===== src/rtl/lc3_dmem_arbiter.sv =====
// LC-3 data-memory arbiter: shares one single-port SRAM between the MemAccess
// stage (with LDI/STI pointer indirection) and a DMA/loader port.
module lc3_dmem_arbiter #(
  parameter int AW           = 16,
  parameter int DW           = 16,
  parameter int MA_PRIORITY  = 1,
  parameter int DMA_MAX_WAIT = 4,
  parameter int TIMEOUT      = 15
) (
  input  logic          clock,
  input  logic          reset,
  input  logic          ma_req,
  input  logic          ma_we,
  input  logic          ma_indirect,
  input  logic [AW-1:0] ma_addr,
  input  logic [DW-1:0] ma_wdata,
  output logic [DW-1:0] ma_rdata,
  output logic          ma_done,
  output logic          ma_err,
  input  logic          dma_req,
  input  logic          dma_we,
  input  logic [AW-1:0] dma_addr,
  input  logic [DW-1:0] dma_wdata,
  output logic [DW-1:0] dma_rdata,
  output logic          dma_done,
  output logic          dma_err,
  output logic          mem_en,
  output logic          mem_we,
  output logic [AW-1:0] mem_addr,
  output logic [DW-1:0] mem_wdata,
  input  logic [DW-1:0] mem_rdata,
  input  logic          mem_rdy
);
  localparam int WCW = $clog2(DMA_MAX_WAIT + 2);
  localparam int TCW = $clog2(TIMEOUT + 2);

  typedef enum logic [1:0] {IDLE, PH1, PH2, FIN} state_t;

  state_t         state;
  logic           sel_dma;
  logic           we_q;
  logic           ind_q;
  logic           rr_last_dma;
  logic           pick_dma;
  logic [WCW-1:0] wait_cnt;
  logic [TCW-1:0] tcnt;
  logic [TCW-1:0] tcnt_inc;
  logic           timed_out;
  logic           finish;
  logic           stall;

  assign tcnt_inc  = tcnt + 1'b1;
  assign timed_out = (tcnt_inc == TCW'(TIMEOUT));

  // A phase is live while mem_en is up; the PH2 entry cycle has mem_en low.
  assign finish = mem_rdy && ((state == PH1 && !ind_q) || (state == PH2 && mem_en));
  assign stall  = !mem_rdy && (state == PH1 || (state == PH2 && mem_en));

  always_comb begin
    pick_dma = 1'b0;
    if (dma_req && !ma_req) begin
      pick_dma = 1'b1;
    end else if (dma_req && ma_req) begin
      if (MA_PRIORITY != 0) pick_dma = (wait_cnt == WCW'(DMA_MAX_WAIT));
      else                  pick_dma = !rr_last_dma;
    end
  end

  always_ff @(posedge clock) begin
    if (!reset) begin
      state       <= IDLE;
      sel_dma     <= 1'b0;
      we_q        <= 1'b0;
      ind_q       <= 1'b0;
      rr_last_dma <= 1'b0;
      wait_cnt    <= '0;
      tcnt        <= '0;
      mem_en      <= 1'b0;
      mem_we      <= 1'b0;
      mem_addr    <= '0;
      mem_wdata   <= '0;
      ma_rdata    <= '0;
      dma_rdata   <= '0;
      ma_done     <= 1'b0;
      ma_err      <= 1'b0;
      dma_done    <= 1'b0;
      dma_err     <= 1'b0;
    end else begin
      ma_done  <= 1'b0;
      ma_err   <= 1'b0;
      dma_done <= 1'b0;
      dma_err  <= 1'b0;

      case (state)
        IDLE: begin
          if (ma_req || dma_req) begin
            sel_dma     <= pick_dma;
            rr_last_dma <= pick_dma;
            ind_q       <= !pick_dma && ma_indirect;
            we_q        <= pick_dma ? dma_we : ma_we;
            mem_en      <= 1'b1;
            mem_we      <= pick_dma ? dma_we : (ma_we && !ma_indirect);
            mem_addr    <= pick_dma ? dma_addr : ma_addr;
            mem_wdata   <= pick_dma ? dma_wdata : ma_wdata;
            tcnt        <= '0;
            if (MA_PRIORITY != 0) begin
              if (pick_dma)     wait_cnt <= '0;
              else if (dma_req) wait_cnt <= wait_cnt + 1'b1;
            end
            state <= PH1;
          end
        end
        PH1: begin
          // Pointer fetched: drop the strobe for one cycle, then re-issue at the pointer.
          if (mem_rdy && ind_q) begin
            mem_en   <= 1'b0;
            mem_we   <= 1'b0;
            mem_addr <= AW'(mem_rdata);
            state    <= PH2;
          end
        end
        PH2: begin
          if (!mem_en) begin
            mem_en <= 1'b1;
            mem_we <= we_q;
            tcnt   <= '0;
          end
        end
        FIN:     state <= IDLE;
        default: state <= IDLE;
      endcase

      if (finish) begin
        mem_en <= 1'b0;
        mem_we <= 1'b0;
        state  <= FIN;
        if (sel_dma) begin
          dma_done <= 1'b1;
          if (!we_q) dma_rdata <= mem_rdata;
        end else begin
          ma_done <= 1'b1;
          if (!we_q) ma_rdata <= mem_rdata;
        end
      end

      if (stall) begin
        if (timed_out) begin
          mem_en <= 1'b0;
          mem_we <= 1'b0;
          tcnt   <= '0;
          state  <= FIN;
          if (sel_dma) dma_err <= 1'b1;
          else         ma_err  <= 1'b1;
        end else begin
          tcnt <= tcnt_inc;
        end
      end
    end
  end
endmodule


===== config.mk =====
export PLATFORM = sky130hd
export DESIGN_NAME = lc3_dmem_arbiter
export DESIGN_NICKNAME = d
export VERILOG_FILES = /design/src/rtl/lc3_dmem_arbiter.sv
export SDC_FILE = /design/constraint.sdc
export NUM_CORES = 1
export LEC_CHECK = 0
export CAP_MARGIN = 40
export CORE_MARGIN = 5
export CORE_UTILIZATION = 57
export CTS_CLUSTER_DIAMETER = 40
export DETAILED_ROUTE_END_ITERATION = 10
export DONT_BUFFER_PORTS = 1
export PLACE_DENSITY_LB_ADDON = 0.25
export SYNTH_ARGS = -nofsm -noshare
export SYNTH_HDL_FRONTEND = slang
export SYNTH_SLANG_ARGS = --single-unit

===== constraint.sdc =====
create_clock -name clock -period 1.75 [get_ports clock]
set_input_delay 0.2625 -clock clock [delete_from_list [all_inputs] [get_ports clock]]
set_output_delay 0.2625 -clock clock [all_outputs]
set_load 0.005 [all_outputs]

# After elaboration in Yosys (flattened, before gate mapping)
# Cells that the tools add are included.
# Widths: inputs -> output; s select.
dict set report op_classes {
  eq_ne 9
  addsub 2
  mux 37
  bitwise 2
  reduce_logical 29
}
# op n
set ops {}
lappend ops {{$mux 16} 4}
lappend ops {{$pmux 16 s2} 1}
lappend ops {{$mux 5} 4}
lappend ops {{$reduce_and 3->1} 6}
lappend ops {{$mux 1} 17}
lappend ops {{$mux 2} 5}
lappend ops {{$pmux 5 s2} 1}
lappend ops {{$logic_and 1x1->1} 9}
lappend ops {{$mux 3} 2}
lappend ops {{$ne 3x3->1 const B} 2}
lappend ops {{$pmux 1 s3} 2}
lappend ops {{$pmux 2 s3} 1}
lappend ops {{$add 5x1->5 const B} 1}
lappend ops {{$eq 5x4->1 const B} 1}
lappend ops {{$logic_not 1->1} 5}
lappend ops {{$eq 2x2->1 const B} 2}
lappend ops {{$reduce_and 2->1} 2}
lappend ops {{$reduce_bool 2->1} 2}
lappend ops {{$add 3x1->3 const B} 1}
lappend ops {{$eq 3x3->1 const B} 1}
lappend ops {{$logic_or 1x1->1} 3}
lappend ops {{$reduce_bool 3->1} 1}
lappend ops {{$eq 2x1->1 const B} 1}
lappend ops {{$logic_not 2->1} 1}
lappend ops {{other kinds (3)} 4}
dict set report word_totals {
  regBits 83
  inputBits 88
  elab_cells 95
  output_inout_bits 70
}

# Depth between registers and ports, before layout
# Gate-level depths: netlist of run 1.
dict set report logic_depth {
  word_depth 9
  depth_mapped 8
  mapped_depth_nobuf 6
}

# Least setup slack after synthesis of run 1
# OpenSTA, ideal clock, no wires.
dict set report synth_timing {
  path_type {flip-flop to flip-flop}
  startpoint {register wait_cnt[0]}
  endpoint {register mem_addr[10]}
  n_path_buf 2
  path_stages_with_launch 9
  t_arrival_ps 1648
  period_less_slack_ps 1786
  setup_time_ps 138
  path_slack_ps -36
  required_time_ps 1612
  path_cell_list {dfxtp_1 > inv_1 > ha_1 > a21bo_2 > clkbuf_1 > nand2_2 > buf_2 > mux2i_1 > o221ai_1}
}
dict set report synth_via {
  elab_chain_len 6
}
# element line
set synth_rtl {}
lappend synth_rtl {{from (decl)} 45} ;# logic [WCW-1:0] wait_cnt;
lappend synth_rtl {{from (signal assigned)} 108} ;# else if (dma_req) wait_cnt <= wait_cnt + 1'b1;
lappend synth_rtl {{$eq 3x3->1} 64} ;# if (MA_PRIORITY != 0) pick_dma = (wait_cnt == WCW'(DMA_MAX_WAIT));
lappend synth_rtl {{$mux 1} 63} ;# end else if (dma_req && ma_req) begin
lappend synth_rtl {{$mux 1} 61} ;# if (dma_req && !ma_req) begin
lappend synth_rtl {{$mux 16} 103} ;# mem_addr <= pick_dma ? dma_addr : ma_addr;
lappend synth_rtl {{$mux 16} 96} ;# if (ma_req || dma_req) begin
lappend synth_rtl {{$pmux 16 s2} 94} ;# case (state)
lappend synth_rtl {{to (signal assigned)} 103}
lappend synth_rtl {{to (signal assigned)} 118} ;# mem_addr <= AW'(mem_rdata);
lappend synth_rtl {{to (decl)} 29} ;# output logic [AW-1:0] mem_addr,
# Every way passes these cells. The select of a mux whose other input is x is not followed.
# A chain may end at the register's enable or synchronous reset.

# Worst setup path after layout of run 1
dict set report layout_timing {
  startpoint {register tcnt[1]}
  endpoint {register state[1]}
}
dict set report layout_via {
  elab_chain_len 4
}
# element line
set layout_rtl {}
lappend layout_rtl {{from (decl)} 46} ;# logic [TCW-1:0] tcnt;
lappend layout_rtl {{from (signal assigned)} 155} ;# tcnt <= tcnt_inc;
lappend layout_rtl {{$add 5x1->5} 52} ;# assign tcnt_inc = tcnt + 1'b1;
lappend layout_rtl {{$eq 5x4->1} 53} ;# assign timed_out = (tcnt_inc == TCW'(TIMEOUT));
lappend layout_rtl {{$mux 2} 147} ;# if (timed_out) begin
lappend layout_rtl {{$mux 2} 146} ;# if (stall) begin
lappend layout_rtl {{to (signal assigned)} 71} ;# state <= IDLE;
lappend layout_rtl {{to (signal assigned)} 136} ;# state <= FIN;
lappend layout_rtl {{to (signal assigned)} 151} ;# state <= FIN;
lappend layout_rtl {{to (decl)} 39} ;# state_t state;
# Every way passes these cells.

==> flow_summary.json, run 1 <==
{
  "setup_tns_ns": 0,
  "syn_nets": 497,
  "crit_slowest_cell": "or4_4",
  "path_class": "reg2reg",
  "yosysUniqueCellTypes": 49,
  "cts_buffers": 9,
  "start_kind": "flip-flop",
  "rsz0062_at_grt": "false",
  "synth_xor_area_share_pct": 0.236,
  "drv_slew": 0,
  "synth.top_cell.area_share_pct": 44.7,
  "status": "finished clean",
  "path_cells": "ha_2 -> nand2b_1 -> a21o_1 -> or4_4 -> a41oi_1",
  "yosys.area.top_type": "dfxtp_1",
  "min_period_over_period_pct": 95.2,
  "power.density_mw_per_mm2": 1060,
  "cts.sinks": 83,
  "wirelength_um": 9350,
  "place_hpwl_um": 6990,
  "grt_pass1_vias": 3025,
  "antennaDiodeCount": 0,
  "ys_ff_latch": 83,
  "clk_pin_slew_ns": 0.09,
  "ys_seq_area_share_pct": 44.7,
  "dieWidth_um": 90.8,
  "drive_above_1_share_pct": 11.1,
  "async_flop_share_pct": 0,
  "arrival_ns": 1.94,
  "remaining_drc_errors": 0,
  "cp_max_fo": 4,
  "yosys-top-cells-area": "dfxtp_1, mux2i_1, nand2_1, o221ai_1, a21oi_1",
  "fp.dieArea_mm2": 0.00824,
  "layout_commonest_cell": "dfxtp_1",
  "antenna_found_initial": 0,
  "layout_min_cycle_time_ns": 1.67,
  "clock_path_buffers": 2,
  "gr-total-overflow": 0,
  "p_leak_nw": 1.81,
  "synth_edf_count": 0,
  "synth_top_family_by_area": "multiplexers",
  "setup_violations": 0,
  "yosys.area_share.simple_pct": 16.9,
  "final_cell_mix": "dfxtp_1, nand2_1, mux2i_1",
  "globalplace.congestion": 0.810,
  "nFillCells": 527,
  "slowest_delay_ns": 0.49,
  "row_count": 29,
  "tightest_slew_ns": 0.402,
  "clock.fmax_mhz": 600,
  "p_total_mw": 4.30,
  "vias": 2968,
  "grt_start_max_net_pins": 111,
  "crit_required_ns": 2.03,
  "cts_tree": "yes",
  "maxCapViolCount": 0,
  "core-area_mm2": 0.00635,
  "yosysWarnings": 0,
  "synthCells": 405,
  "slew_headroom_pct": 73.1,
  "drtPass1Iterations": 4,
  "start_util_pct": 58.6,
  "vdd_ir_drop_max_mv": 0.650,
  "viasPerCell": 6.16,
  "io_buffers": 0,
  "finalHoldViolCount": 0,
  "syn_area_per_cell_um2": 9.18,
  "synthFlopType": "dfxtp_1",
  "wire_per_inst_um": 19.4,
  "hold_class": "in2reg",
  "clk-insertion-delay-late_ns": 0.36,
  "root_buffer": "clkbuf_8",
  "synth-compound-area-share_pct": 14.1,
  "synthAdderAreaFrac_pct": 1.35,
  "ant_nets": 0,
  "initialDrtViolationCount": 122,
  "finClkSkew_ns": 0.0144,
  "die_h_um": 90.8,
  "ios": 158,
  "gr-usage-all-layers_pct": 21.6,
  "synthesis.area_mm2": 0.00372,
  "nets": 492,
  "grt_first_pass_wirelength_um": 14600,
  "endpoint_kind": "flip-flop",
  "synthMuxAreaShare_pct": 17.8,
  "area_growth_pct": 9.29,
  "cts.htree.levels": 3
}
sequential cells by signal (all words and copies together) (netlist names), 2 cells and up:
name,count
dma_rdata,16
ma_rdata,16
mem_addr,16
mem_wdata,16
state,2
tcnt,5
wait_cnt,3
area by class of cell:
cell class / instances / area [µm²] / share of cell area (%)
Inverter: 5 / 18.8 / 0.462
Tap cell: 77 / 96.3 / 2.37
Clock buffer: 9 / 124 / 3.05
Timing Repair Buffer: 18 / 185 / 4.56
Sequential cell: 83 / 1660 / 40.9
Multi-Input combinational cell: 283 / 1890 / 46.6
Clock inverter: 7 / 82.6 / 2.03
cells by family (layout without fill, tap and decap cells):
family                   after synthesis  count (layout)
AO/OA/AOI/OAI                         81              81
XOR/XNOR                               1               1
adder cells (fa/ha/maj)                4               4
buffers and inverters                 39              39
flip-flops                            83              83
multiplexers                          66              66
AND/OR/NAND/NOR                      131             131
routing by layer:
| metal | vias up | GRT usage (%) | share of wire, % |
|---|---|---|---|
| met5 | - | 0 | 0 |
| met4 | 0 | 8.92 | 2.0 |
| met3 | 15 | 8.75 | 9.1 |
| met2 | 102 | 37.9 | 51 |
| met1 | 1405 | 22.7 | 37 |
| li1 | 1446 | - | - |
cells in the mapped netlist (all sizes together) (2+ instances only):
cell and count:
inv 5, a21oi 24, nor2b 4, o21ai 23, buf 12, nand2b 9
or3b 2, mux2i 66, o2bb2ai 2, o221ai 16, nor3 4, nand2 70
o211ai 3, clkbuf 22, nand3 6, dfxtp 83, or4 2, nand4 16
ha 4, nor2 11
final timing paths:
path	from	end	slack (ns)	cells after the start
worst min register to register	ma_rdata[0]	ma_rdata[0]	0.48	2
worst max register to register	tcnt[1]	state[1]	0.08	5
worst min-delay path	reset	we_q	0.05	2
worst max-delay path	tcnt[1]	state[1]	0.08	5
power by group:
part	switching (mW)	leakage [nW]	total (mW)	internal (mW)
Sequential	0.147	0.679	2.22	2.07
Clock	0.746	0.0984	1.43	0.682
Combinational	0.361	1.03	0.660	0.299
worst max-delay path, delay by kind of cell (launching register included):
family | cells | cell delay [ns]
flip-flops | 1 | 0.35
AND/OR/NAND/NOR | 2 | 0.65
AO/OA/AOI/OAI | 2 | 0.40
adder cells (fa/ha/maj) | 1 | 0.20
stage by stage:
| step | hold WS, ns | instances | instance area [µm²] | utilization [%] | worst slack (ns) |
|---|---|---|---|---|---|
| after floorplan | 0.417 | 405 | 3720 | - | -0.0356 |
| after global placement | 0.402 | 466 | 3850 | 60.7 | 0.0873 |
| after detailed placement | 0.406 | 466 | 3850 | 60.7 | 0.0504 |
| after CTS | 0.0291 | 482 | 4060 | 63.9 | 0.0214 |
| after global routing | 0.0342 | 482 | 4060 | 64.0 | 0.00446 |
| final | 0.0474 | 482 | 4060 | 64.0 | 0.0842 |
repair_timing:
action,CTS,global route
endpoints found under the hold margin,0,0
resized for setup,0,2
setup endpoints to repair,0,1
buffers inserted,0,0
hold buffers,0,0
Note: power is estimated with default switching activity, not from simulation.
==> inputs of run 2 (changes only) <==
--- a/config.mk
+++ b/config.mk
@@ -5,7 +5,6 @@
 export SDC_FILE = /design/constraint.sdc
 export NUM_CORES = 1
 export LEC_CHECK = 0
-export CAP_MARGIN = 40
 export CORE_MARGIN = 5
 export CORE_UTILIZATION = 57
 export CTS_CLUSTER_DIAMETER = 40
==> results of run 2 <==
Same layout as run 1: the final DEF is identical, and so are final timing and power.
==> inputs of run 3 (changes only) <==
--- a/config.mk
+++ b/config.mk
@@ -11,6 +11,7 @@
 export DETAILED_ROUTE_END_ITERATION = 10
 export DONT_BUFFER_PORTS = 1
 export PLACE_DENSITY_LB_ADDON = 0.25
+export SLEW_MARGIN = 10
 export SYNTH_ARGS = -nofsm -noshare
 export SYNTH_HDL_FRONTEND = slang
 export SYNTH_SLANG_ARGS = --single-unit
==> results of run 3 <==
Same layout as run 1: the final DEF is identical, and so are final timing and power.
